`config.mk`:
```
export PLATFORM = sky130hd
export DESIGN_NAME = t07_spitft_arb_flat
export DESIGN_NICKNAME = d
export VERILOG_FILES = /design/src/rtl/t07_spitft_pkg.sv /design/src/rtl/t07_spitft_arb_if.sv /design/src/rtl/t07_rr_arb2.sv /design/src/rtl/t07_spitft_arb.sv /design/src/flat_wrapper.sv
export SDC_FILE = /design/constraint.sdc
export NUM_CORES = 1
export LEC_CHECK = 0
export ABC_CLOCK_PERIOD_IN_PS = 2900
export CAP_MARGIN = 40
export CORE_MARGIN = 1.5
export CORE_UTILIZATION = 50
export DETAILED_ROUTE_END_ITERATION = 6
export HOLD_SLACK_MARGIN = 0.12
export PLACE_DENSITY = 0.86
export SLEW_MARGIN = 10
export SYNTH_ARGS = -nofsm -noshare
export SYNTH_HDL_FRONTEND = slang
export SYNTH_HIERARCHICAL = 1
export SYNTH_SLANG_ARGS = --single-unit
```
`constraint.sdc`:
```
create_clock -name clk -period 2.9 [get_ports clk]
set_input_delay 0.58 -clock clk [delete_from_list [all_inputs] [get_ports clk]]
set_output_delay 0.58 -clock clk [all_outputs]
set_load 0.01 [all_outputs]
```
`src/rtl/t07_spitft_pkg.sv`:
```
// -----------------------------------------------------------------------------
// t07_spitft_pkg
// Shared types and constants for the t07 SPI TFT arbiter/sequencer.
//   state_t          : sequencer states (IDLE, ISSUE, SHIFT, GAP, DONE)
//   READ_CMD         : frame command byte that marks a read transaction
//   GAP_*/FRAME_*    : bit positions of the gap and frame fields of a word
//   *_DEFAULT        : default values for the MIN_GAP and TIMEOUT parameters
//   is_read()        : true when a request word carries a read frame
// -----------------------------------------------------------------------------
package t07_spitft_pkg;

    typedef enum logic [2:0] {
        IDLE,
        ISSUE,
        SHIFT,
        GAP,
        DONE
    } state_t;

    localparam logic [7:0] READ_CMD = 8'h40;

    localparam int GAP_MSB   = 31;
    localparam int GAP_LSB   = 16;
    localparam int FRAME_MSB = 15;
    localparam int FRAME_LSB = 0;

    localparam int MIN_GAP_DEFAULT = 4;
    localparam int TIMEOUT_DEFAULT = 64;

    // The command byte is the upper half of the 16-bit SPI frame.
    function automatic logic is_read(input logic [31:0] w);
        return (w[FRAME_MSB:FRAME_LSB+8] == READ_CMD);
    endfunction

endpackage

```
`src/rtl/t07_spitft_arb_if.sv`:
```
// -----------------------------------------------------------------------------
// t07_spitft_arb_if
// Bundles the two requester ports, the SPI master link and the status flags
// of the t07 SPI TFT arbiter.
//   reqN_valid/word/lock : request from port N (word = {gap, frame})
//   reqN_ready/done      : one-cycle accept / completion pulses to port N
//   reqN_rdata           : read byte returned with reqN_done
//   spi_in/spi_wi        : word and transaction request to the SPI master
//   spi_ack/spi_miso     : busy indication and read byte from the SPI master
//   err/busy             : timeout abort pulse, sequencer-not-idle flag
// Modports: slave = arbiter side, master = requesters plus SPI master side.
// -----------------------------------------------------------------------------
interface t07_spitft_arb_if;

    logic        req0_valid;
    logic [31:0] req0_word;
    logic        req0_lock;
    logic        req0_ready;
    logic        req0_done;
    logic [7:0]  req0_rdata;

    logic        req1_valid;
    logic [31:0] req1_word;
    logic        req1_lock;
    logic        req1_ready;
    logic        req1_done;
    logic [7:0]  req1_rdata;

    logic [31:0] spi_in;
    logic        spi_wi;
    logic        spi_ack;
    logic [7:0]  spi_miso;

    logic        err;
    logic        busy;

    modport slave (
        input  req0_valid, req0_word, req0_lock,
        output req0_ready, req0_done, req0_rdata,
        input  req1_valid, req1_word, req1_lock,
        output req1_ready, req1_done, req1_rdata,
        output spi_in, spi_wi,
        input  spi_ack, spi_miso,
        output err, busy
    );

    modport master (
        output req0_valid, req0_word, req0_lock,
        input  req0_ready, req0_done, req0_rdata,
        output req1_valid, req1_word, req1_lock,
        input  req1_ready, req1_done, req1_rdata,
        input  spi_in, spi_wi,
        output spi_ack, spi_miso,
        input  err, busy
    );

endinterface

```
`src/rtl/t07_rr_arb2.sv`:
```
// -----------------------------------------------------------------------------
// t07_rr_arb2
// Two-way round-robin arbiter with lock hold.
//   clk, rst   : clock, synchronous active-high reset
//   valid[1:0] : request lines of port 1 / port 0
//   upd        : a transaction has finished; record its owner and lock
//   upd_port   : owner of the finished transaction
//   upd_lock   : keep the grant on upd_port for its next word
//   gnt        : a port may be granted this cycle
//   gnt_port   : which port is granted (valid with gnt)
// -----------------------------------------------------------------------------
module t07_rr_arb2 (
    input  logic       clk,
    input  logic       rst,
    input  logic [1:0] valid,
    input  logic       upd,
    input  logic       upd_port,
    input  logic       upd_lock,
    output logic       gnt,
    output logic       gnt_port
);

    logic last_grant;
    logic lock_held;

    // last_grant resets to 1 so that port 0 wins the first contested grant.
    // While a lock is held the locked port is always last_grant.
    always_ff @(posedge clk) begin
        if (rst) begin
            last_grant <= 1'b1;
            lock_held  <= 1'b0;
        end else if (upd) begin
            last_grant <= upd_port;
            lock_held  <= upd_lock;
        end
    end

    // A held lock only ever grants the locked port, so the other port waits
    // even when the locked one has nothing to send. Without a lock, a
    // contested cycle goes to the port that did not go last.
    always_comb begin
        gnt      = 1'b0;
        gnt_port = 1'b0;
        if (lock_held) begin
            gnt      = valid[last_grant];
            gnt_port = last_grant;
        end else begin
            case (valid)
                2'b01: begin
                    gnt      = 1'b1;
                    gnt_port = 1'b0;
                end
                2'b10: begin
                    gnt      = 1'b1;
                    gnt_port = 1'b1;
                end
                2'b11: begin
                    gnt      = 1'b1;
                    gnt_port = ~last_grant;
                end
                default: begin
                    gnt      = 1'b0;
                    gnt_port = 1'b0;
                end
            endcase
        end
    end

endmodule

```
`src/rtl/t07_spitft_arb.sv`:
```
// -----------------------------------------------------------------------------
// t07_spitft_arb
// Shares the t07 SPI TFT master between the CPU memory handler (port 0) and
// the display init/fill sequencer (port 1). One request word is
// {gap[15:0], frame[15:0]}; the block grants round-robin (with burst lock),
// holds the word on spi_in, follows spi_ack to completion, waits
// MIN_GAP + gap idle cycles and returns the read byte with reqN_done.
//   clk, rst : clock, synchronous active-high reset
//   bus      : t07_spitft_arb_if.slave (request ports, SPI link, err, busy)
// Parameters: MIN_GAP (idle cycles added to every gap), TIMEOUT (ISSUE wait).
// Optional build macro T07_SPIARB_TIMEOUT_EN: abort a transaction whose
// spi_ack never rises within TIMEOUT ISSUE cycles (err pulse, rdata 8'hFF).
// Without it err is tied 0 and ISSUE waits indefinitely.
// -----------------------------------------------------------------------------
module t07_spitft_arb
    import t07_spitft_pkg::*;
#(
    parameter int MIN_GAP = MIN_GAP_DEFAULT,
    parameter int TIMEOUT = TIMEOUT_DEFAULT
) (
    input  logic            clk,
    input  logic            rst,
    t07_spitft_arb_if.slave bus
);

    state_t      state;
    state_t      state_nxt;
    logic [31:0] word_q;
    logic        lock_q;
    logic        port_q;
    logic [16:0] gap_cnt;
    logic [7:0]  rbyte;
    logic [7:0]  rdata0_q;
    logic [7:0]  rdata1_q;
    logic [1:0]  ready_q;
    logic [1:0]  done_q;
    logic        gnt;
    logic        gnt_port;
    logic        abort;
    logic        arb_upd;
    logic        arb_upd_lock;

`ifdef T07_SPIARB_TIMEOUT_EN
    localparam int TO_W = $clog2(TIMEOUT + 1);
    logic [TO_W-1:0] to_cnt;
    logic            err_q;
`else
    localparam int unused_timeout = TIMEOUT;
`endif

    // The owner of a finished word becomes last_grant; its lock survives only
    // on a normal completion, an abort always releases it.
    assign arb_upd      = (state == DONE) || abort;
    assign arb_upd_lock = (state == DONE) && lock_q;

    t07_rr_arb2 u_arb (
        .clk      (clk),
        .rst      (rst),
        .valid    ({bus.req1_valid, bus.req0_valid}),
        .upd      (arb_upd),
        .upd_port (port_q),
        .upd_lock (arb_upd_lock),
        .gnt      (gnt),
        .gnt_port (gnt_port)
    );

    // State register.
    always_ff @(posedge clk) begin
        if (rst) begin
            state <= IDLE;
        end else begin
            state <= state_nxt;
        end
    end

    // Next-state logic. GAP leaves when the counter is about to expire so
    // that exactly MIN_GAP + gap cycles are spent there.
    always_comb begin
        state_nxt = state;
        abort     = 1'b0;
        case (state)
            IDLE: begin
                if (gnt) state_nxt = ISSUE;
            end
            ISSUE: begin
                if (bus.spi_ack) begin
                    state_nxt = SHIFT;
                end
`ifdef T07_SPIARB_TIMEOUT_EN
                else if (to_cnt == TO_W'(TIMEOUT - 1)) begin
                    abort     = 1'b1;
                    state_nxt = IDLE;
                end
`endif
            end
            SHIFT: begin
                if (!bus.spi_ack) state_nxt = GAP;
            end
            GAP: begin
                if (gap_cnt <= 17'd1) state_nxt = DONE;
            end
            DONE: begin
                state_nxt = IDLE;
            end
            default: begin
                state_nxt = IDLE;
            end
        endcase
    end

    // Datapath: latches the granted word, captures the read byte while the
    // master shifts, runs the gap counter and produces the ready/done pulses.
    // done is registered on the GAP->DONE edge so it is high in DONE with the
    // matching rdata already in place.
    always_ff @(posedge clk) begin
        if (rst) begin
            word_q   <= 32'h0;
            lock_q   <= 1'b0;
            port_q   <= 1'b0;
            gap_cnt  <= 17'h0;
            rbyte    <= 8'h00;
            rdata0_q <= 8'h00;
            rdata1_q <= 8'h00;
            ready_q  <= 2'b00;
            done_q   <= 2'b00;
`ifdef T07_SPIARB_TIMEOUT_EN
            to_cnt   <= '0;
            err_q    <= 1'b0;
`endif
        end else begin
            ready_q <= 2'b00;
            done_q  <= 2'b00;
`ifdef T07_SPIARB_TIMEOUT_EN
            err_q   <= 1'b0;
`endif
            case (state)
                IDLE: begin
                    if (gnt) begin
                        word_q  <= gnt_port ? bus.req1_word : bus.req0_word;
                        lock_q  <= gnt_port ? bus.req1_lock : bus.req0_lock;
                        port_q  <= gnt_port;
                        ready_q <= gnt_port ? 2'b10 : 2'b01;
                        rbyte   <= 8'h00;
`ifdef T07_SPIARB_TIMEOUT_EN
                        to_cnt  <= '0;
`endif
                    end
                end
                ISSUE: begin
`ifdef T07_SPIARB_TIMEOUT_EN
                    if (abort) begin
                        done_q <= port_q ? 2'b10 : 2'b01;
                        err_q  <= 1'b1;
                        if (port_q) rdata1_q <= 8'hFF;
                        else        rdata0_q <= 8'hFF;
                    end else begin
                        to_cnt <= to_cnt + 1'b1;
                    end
`endif
                end
                SHIFT: begin
                    if (bus.spi_ack) begin
                        rbyte <= is_read(word_q) ? bus.spi_miso : 8'h00;
                    end else begin
                        gap_cnt <= 17'(MIN_GAP) + 17'(word_q[GAP_MSB:GAP_LSB]);
                    end
                end
                GAP: begin
                    if (gap_cnt <= 17'd1) begin
                        gap_cnt <= 17'h0;
                        done_q  <= port_q ? 2'b10 : 2'b01;
                        if (port_q) rdata1_q <= rbyte;
                        else        rdata0_q <= rbyte;
                    end else begin
                        gap_cnt <= gap_cnt - 17'd1;
                    end
                end
                default: begin
                end
            endcase
        end
    end

    assign bus.spi_in     = word_q;
    assign bus.spi_wi     = (state == ISSUE) || (state == SHIFT);
    assign bus.busy       = (state != IDLE);
    assign bus.req0_ready = ready_q[0];
    assign bus.req1_ready = ready_q[1];
    assign bus.req0_done  = done_q[0];
    assign bus.req1_done  = done_q[1];
    assign bus.req0_rdata = rdata0_q;
    assign bus.req1_rdata = rdata1_q;

`ifdef T07_SPIARB_TIMEOUT_EN
    assign bus.err = err_q;
`else
    assign bus.err = 1'b0;
`endif

endmodule
```
`src/flat_wrapper.sv`:
```
// flat-port wrapper written by rule: the top's interface ports become plain ports
module t07_spitft_arb_flat import t07_spitft_pkg::*;
#(
    parameter int MIN_GAP = MIN_GAP_DEFAULT,
    parameter int TIMEOUT = TIMEOUT_DEFAULT
)
  (clk, rst, bus_req0_valid, bus_req0_word, bus_req0_lock, bus_req0_ready, bus_req0_done, bus_req0_rdata, bus_req1_valid, bus_req1_word, bus_req1_lock, bus_req1_ready, bus_req1_done, bus_req1_rdata, bus_spi_in, bus_spi_wi, bus_spi_ack, bus_spi_miso, bus_err, bus_busy);
  t07_spitft_arb_if bus_i ();
  input  logic clk;
  input  logic rst;
  input wire logic [$bits(bus_i.req0_valid)-1:0] bus_req0_valid;
  input wire logic [$bits(bus_i.req0_word)-1:0] bus_req0_word;
  input wire logic [$bits(bus_i.req0_lock)-1:0] bus_req0_lock;
  output wire logic [$bits(bus_i.req0_ready)-1:0] bus_req0_ready;
  output wire logic [$bits(bus_i.req0_done)-1:0] bus_req0_done;
  output wire logic [$bits(bus_i.req0_rdata)-1:0] bus_req0_rdata;
  input wire logic [$bits(bus_i.req1_valid)-1:0] bus_req1_valid;
  input wire logic [$bits(bus_i.req1_word)-1:0] bus_req1_word;
  input wire logic [$bits(bus_i.req1_lock)-1:0] bus_req1_lock;
  output wire logic [$bits(bus_i.req1_ready)-1:0] bus_req1_ready;
  output wire logic [$bits(bus_i.req1_done)-1:0] bus_req1_done;
  output wire logic [$bits(bus_i.req1_rdata)-1:0] bus_req1_rdata;
  output wire logic [$bits(bus_i.spi_in)-1:0] bus_spi_in;
  output wire logic [$bits(bus_i.spi_wi)-1:0] bus_spi_wi;
  input wire logic [$bits(bus_i.spi_ack)-1:0] bus_spi_ack;
  input wire logic [$bits(bus_i.spi_miso)-1:0] bus_spi_miso;
  output wire logic [$bits(bus_i.err)-1:0] bus_err;
  output wire logic [$bits(bus_i.busy)-1:0] bus_busy;
  assign bus_i.req0_valid = bus_req0_valid;
  assign bus_i.req0_word = bus_req0_word;
  assign bus_i.req0_lock = bus_req0_lock;
  assign bus_req0_ready = bus_i.req0_ready;
  assign bus_req0_done = bus_i.req0_done;
  assign bus_req0_rdata = bus_i.req0_rdata;
  assign bus_i.req1_valid = bus_req1_valid;
  assign bus_i.req1_word = bus_req1_word;
  assign bus_i.req1_lock = bus_req1_lock;
  assign bus_req1_ready = bus_i.req1_ready;
  assign bus_req1_done = bus_i.req1_done;
  assign bus_req1_rdata = bus_i.req1_rdata;
  assign bus_spi_in = bus_i.spi_in;
  assign bus_spi_wi = bus_i.spi_wi;
  assign bus_i.spi_ack = bus_spi_ack;
  assign bus_i.spi_miso = bus_spi_miso;
  assign bus_err = bus_i.err;
  assign bus_busy = bus_i.busy;
  t07_spitft_arb #(.MIN_GAP(MIN_GAP), .TIMEOUT(TIMEOUT)) u_core (.clk(clk), .rst(rst), .bus(bus_i));
endmodule
```
==> summary.md <==
| Metric | Value |
|---|---|
| Worst r2r src | u_core/gap_cnt[0] |
| CTS tree | built |
| Min-delay src | u_core/gap_cnt[9] |
| Max Cap Viol | 0 |
| Setup_tns | 0 ps |
| Syn. warnings | 6 |
| GRT Util Overall | between 20% and 30% |
| Clock buffer depth | 2 |
| Diodes inserted | 0 |
| RSZ-0062 raised after global routing | false |
| Final Hold Fails | 0 |
| Slew @ Worst Pin | ~640 ps |
| Wire length on met1 | 4640 µm |
| Worst slack at placement | 271 ps |
| P_leak | about 2.1 nW |
| Total power draw | between 2 and 3 mW |
| Worst Path Required | ~2300 ps |
| Ys async rst share | 0% |
| Top-count cell post-synth | dfxtp_1 |
| Die W | roughly 94 µm |
| Worst hold path type | flop to flop |
| Reg-to-reg endpoint | u_core/gap_cnt[10] |
| Metal3 WL | 777 µm |
| Crit-path max cell delay | between 600 and 700 ps |
| Fin nets | 655 |
| Iteration-0 DRC count of the detailed router | between 200 and 250 |
| Clock latency on the worst-skew pair | around 360 ps |
| Register area share after synthesis | between 40% and 50% |
| DRC viols | 0 |
| Slew headroom | ~57% |
| Hold Path End | u_core/gap_cnt[9] |
| Starting density of the core | 52.3% |
| Drt total wl | between 10000 and 15000 µm |
| First-pass GRT wire length | about 18000 µm |
| Clk pin slew, worst setup/hold paths | ~90 ps |
| Vias | between 3000 and 4000 |
| Pwr dens | between 500 and 600 nW/µm² |
| Cts bufs inserted | 9 |
| Reg2reg path depth | 7 |
| Status | finished, final reports clean |
| Final min period | between 2000 and 2500 ps |
| Design area | ~5700 µm² |
| WS Path Type | flop to output port |
| Crit-path slowest cell | dfxtp_1 |
| Detailed placement HPWL | 8090 µm |
| Fin. max-slew vios | 0 |
| Setup Viol. Count Final | 0 |
| Area grow syn2layout | 38.0% |
| DIE AREA | 8760 µm² |
| Mean area per synthesized cell | between 8 and 9 µm² |
| Unique cell type count in the Yosys netlist | 51 |
| Crit path max fanout | 13 |
| Post-CTS Hold Buffers | 0 |
| Share of cells above drive strength 1 | under 10% |
| Netlist Area Pre-Place | 4100 µm² |
| Row count | 32 |
| Root buffer cell | clkbuf_8 |
| Worst Slack Setup Final | 541 ps |
| Post-synthesis instance total | 456 |
| CTS H-tree depth | 3 |
| Startpoint types | flop |
| Die Height | just over 90 µm |
| Placed cell areas | approximately 5500 µm² |
| Vias in the first global route | 3776 |
| Grt ovf | 0 |
| Final worst-path cycle share | 81.3% |
| Clock skew | 9.65 ps |
| Remaining antenna violation count | 0 |
| Most common flop cell mapped by yosys | dfxtp_1 |
| Cell taking the most area after synthesis | dfxtp_1 |
| Synth top area share | between 40% and 50% |
| Via density per instance | approximately 5.7 |
| Largest net degree at the start of global routing | 70 |
| GPL Wtd Cong | approximately 0.87 |
| Routed WL per cell | 16.1 µm |
| Syn Nets | 538 |
| CTS Sinks | 84 |
| Top post-synthesis cells by area | dfxtp_1 41%, mux2i_1 13%, a211oi_1 6.6% |
| Post-cts resize count | 0 |
| DR top layer | met4 |
| WP data arrival | about 1800 ps |
| Worst-path cell chain | xnor2_1 -> nor2_1 -> clkdlybuf4s50_1 |
| Drt first pass iters | 5 |
| Post-synth EDFFs | 0 |
| Met2 Wirelength | roughly 5400 µm |
| Top Ports | between 100 and 150 |
| #FFs+latches synth | 84 |
| Crit end category | output port |
| Reg-to-reg slack, setup | between 600 and 700 ps |
| Achievable Freq | 0.424 GHz |
| Number of port buffers | about 130 |
| Peak supply drop | between 0.2 and 0.25 mV |
| Initial antenna violation count | 0 |
| Util after Layout | 72.1% |
| Most frequent cells after synthesis | 84 x dfxtp_1, 70 x nor2_1, 52 x mux2i_1 |
| Core Region | approximately 7800 µm² |
| Post-CTS Setup Bufs | 0 |
| Depth of the worst hold-timing path | 2 |
routing by layer:
layer	GRT usage [%]	vias up
li1	-	1907
met1	32.7	1795
met2	44.4	158
met3	5.37	17
met4	9.58	0
met5	0	-
power by group:
group	switching, mW	leakage (nW)	internal (mW)
combinational	0.376	1.32	0.413
sequential	0.112	0.686	1.24
clock	0.468	0.0886	0.325
total	0.956	2.10	1.98
cell usage in the layout (no fill, tap or decap), types with 11 or more instances in the layout:
cell / n
mux2i_1: 52
xnor2_1: 11
a21oi_1: 18
nor3_1: 11
clkdlybuf4s50_1: 131
a211oi_1: 36
nand3_1: 16
nor2_1: 70
dfxtp_1: 84
a22oi_1: 16
area by class of cell:
type,instances,area (µm²)
Sequential cell,84,1680
Multi-Input combinational cell,328,2230
Fill cell,600,2190
Clock inverter,7,57.6
Timing Repair Buffer,141,1410
Clock buffer,9,124
Inverter,9,33.8
Tap cell,102,128
critical path: cells and delay by family, from the launching register on:
family                    cells  cell delay [ps]
DFF                           1              610
buffers and inverters         1              550
xor gates and xnor gates      1              130
and+or+nand+nor               1              130
stage by stage:
step	hold WS [ps]	cells
2_1_floorplan	451	456
5_1_grt	517	680
6_report	482	680
3_5_place_dp	468	664
4_1_cts	480	680
3_3_place_gp	464	664
kinds of logic (layout without fill, tap and decap cells):
family          count (synthesis)  count (layout)  share of synthesized area, %
mux                            52              52                          12.7
flops                          84              84                          41.0
simple gates                  158             158                          20.2
fa+ha+maj                       3               3                         0.915
buf+inv                        44             166                          4.97
other cells                     1               1                        0.0914
compound gates                101             101                          17.4
xor+xnor                       13              13                          2.78
worst max path at each step:
stage,start,endpoint,slack [ps],depth (start not counted)
after global routing,bus_req0_valid,u_core/rbyte[3],370,8
after CTS,u_core/state[0],bus_spi_wi,540,3
after global placement,bus_req0_valid,u_core/rbyte[1],460,8
after floorplan,bus_req1_valid,u_core/bus.spi_in[15],900,6
final,u_core/state[0],bus_spi_wi,540,3
after detailed placement,bus_req0_valid,u_core/rbyte[3],270,8
state kept, by name, indices dropped and copies added (netlist names):
register                 count
u_core/bus.spi_in           32
u_core/gap_cnt              17
u_core/bus.req0_rdata        8
u_core/bus.req1_rdata        8
u_core/rbyte                 8
u_core/state                 3
u_core/done_q                2
u_core/ready_q               2
u_core/lock_q                1
u_core/port_q                1
u_core/u_arb/last_grant      1
u_core/u_arb/lock_held       1
No activity file was read; power rests on OpenSTA's default activity.
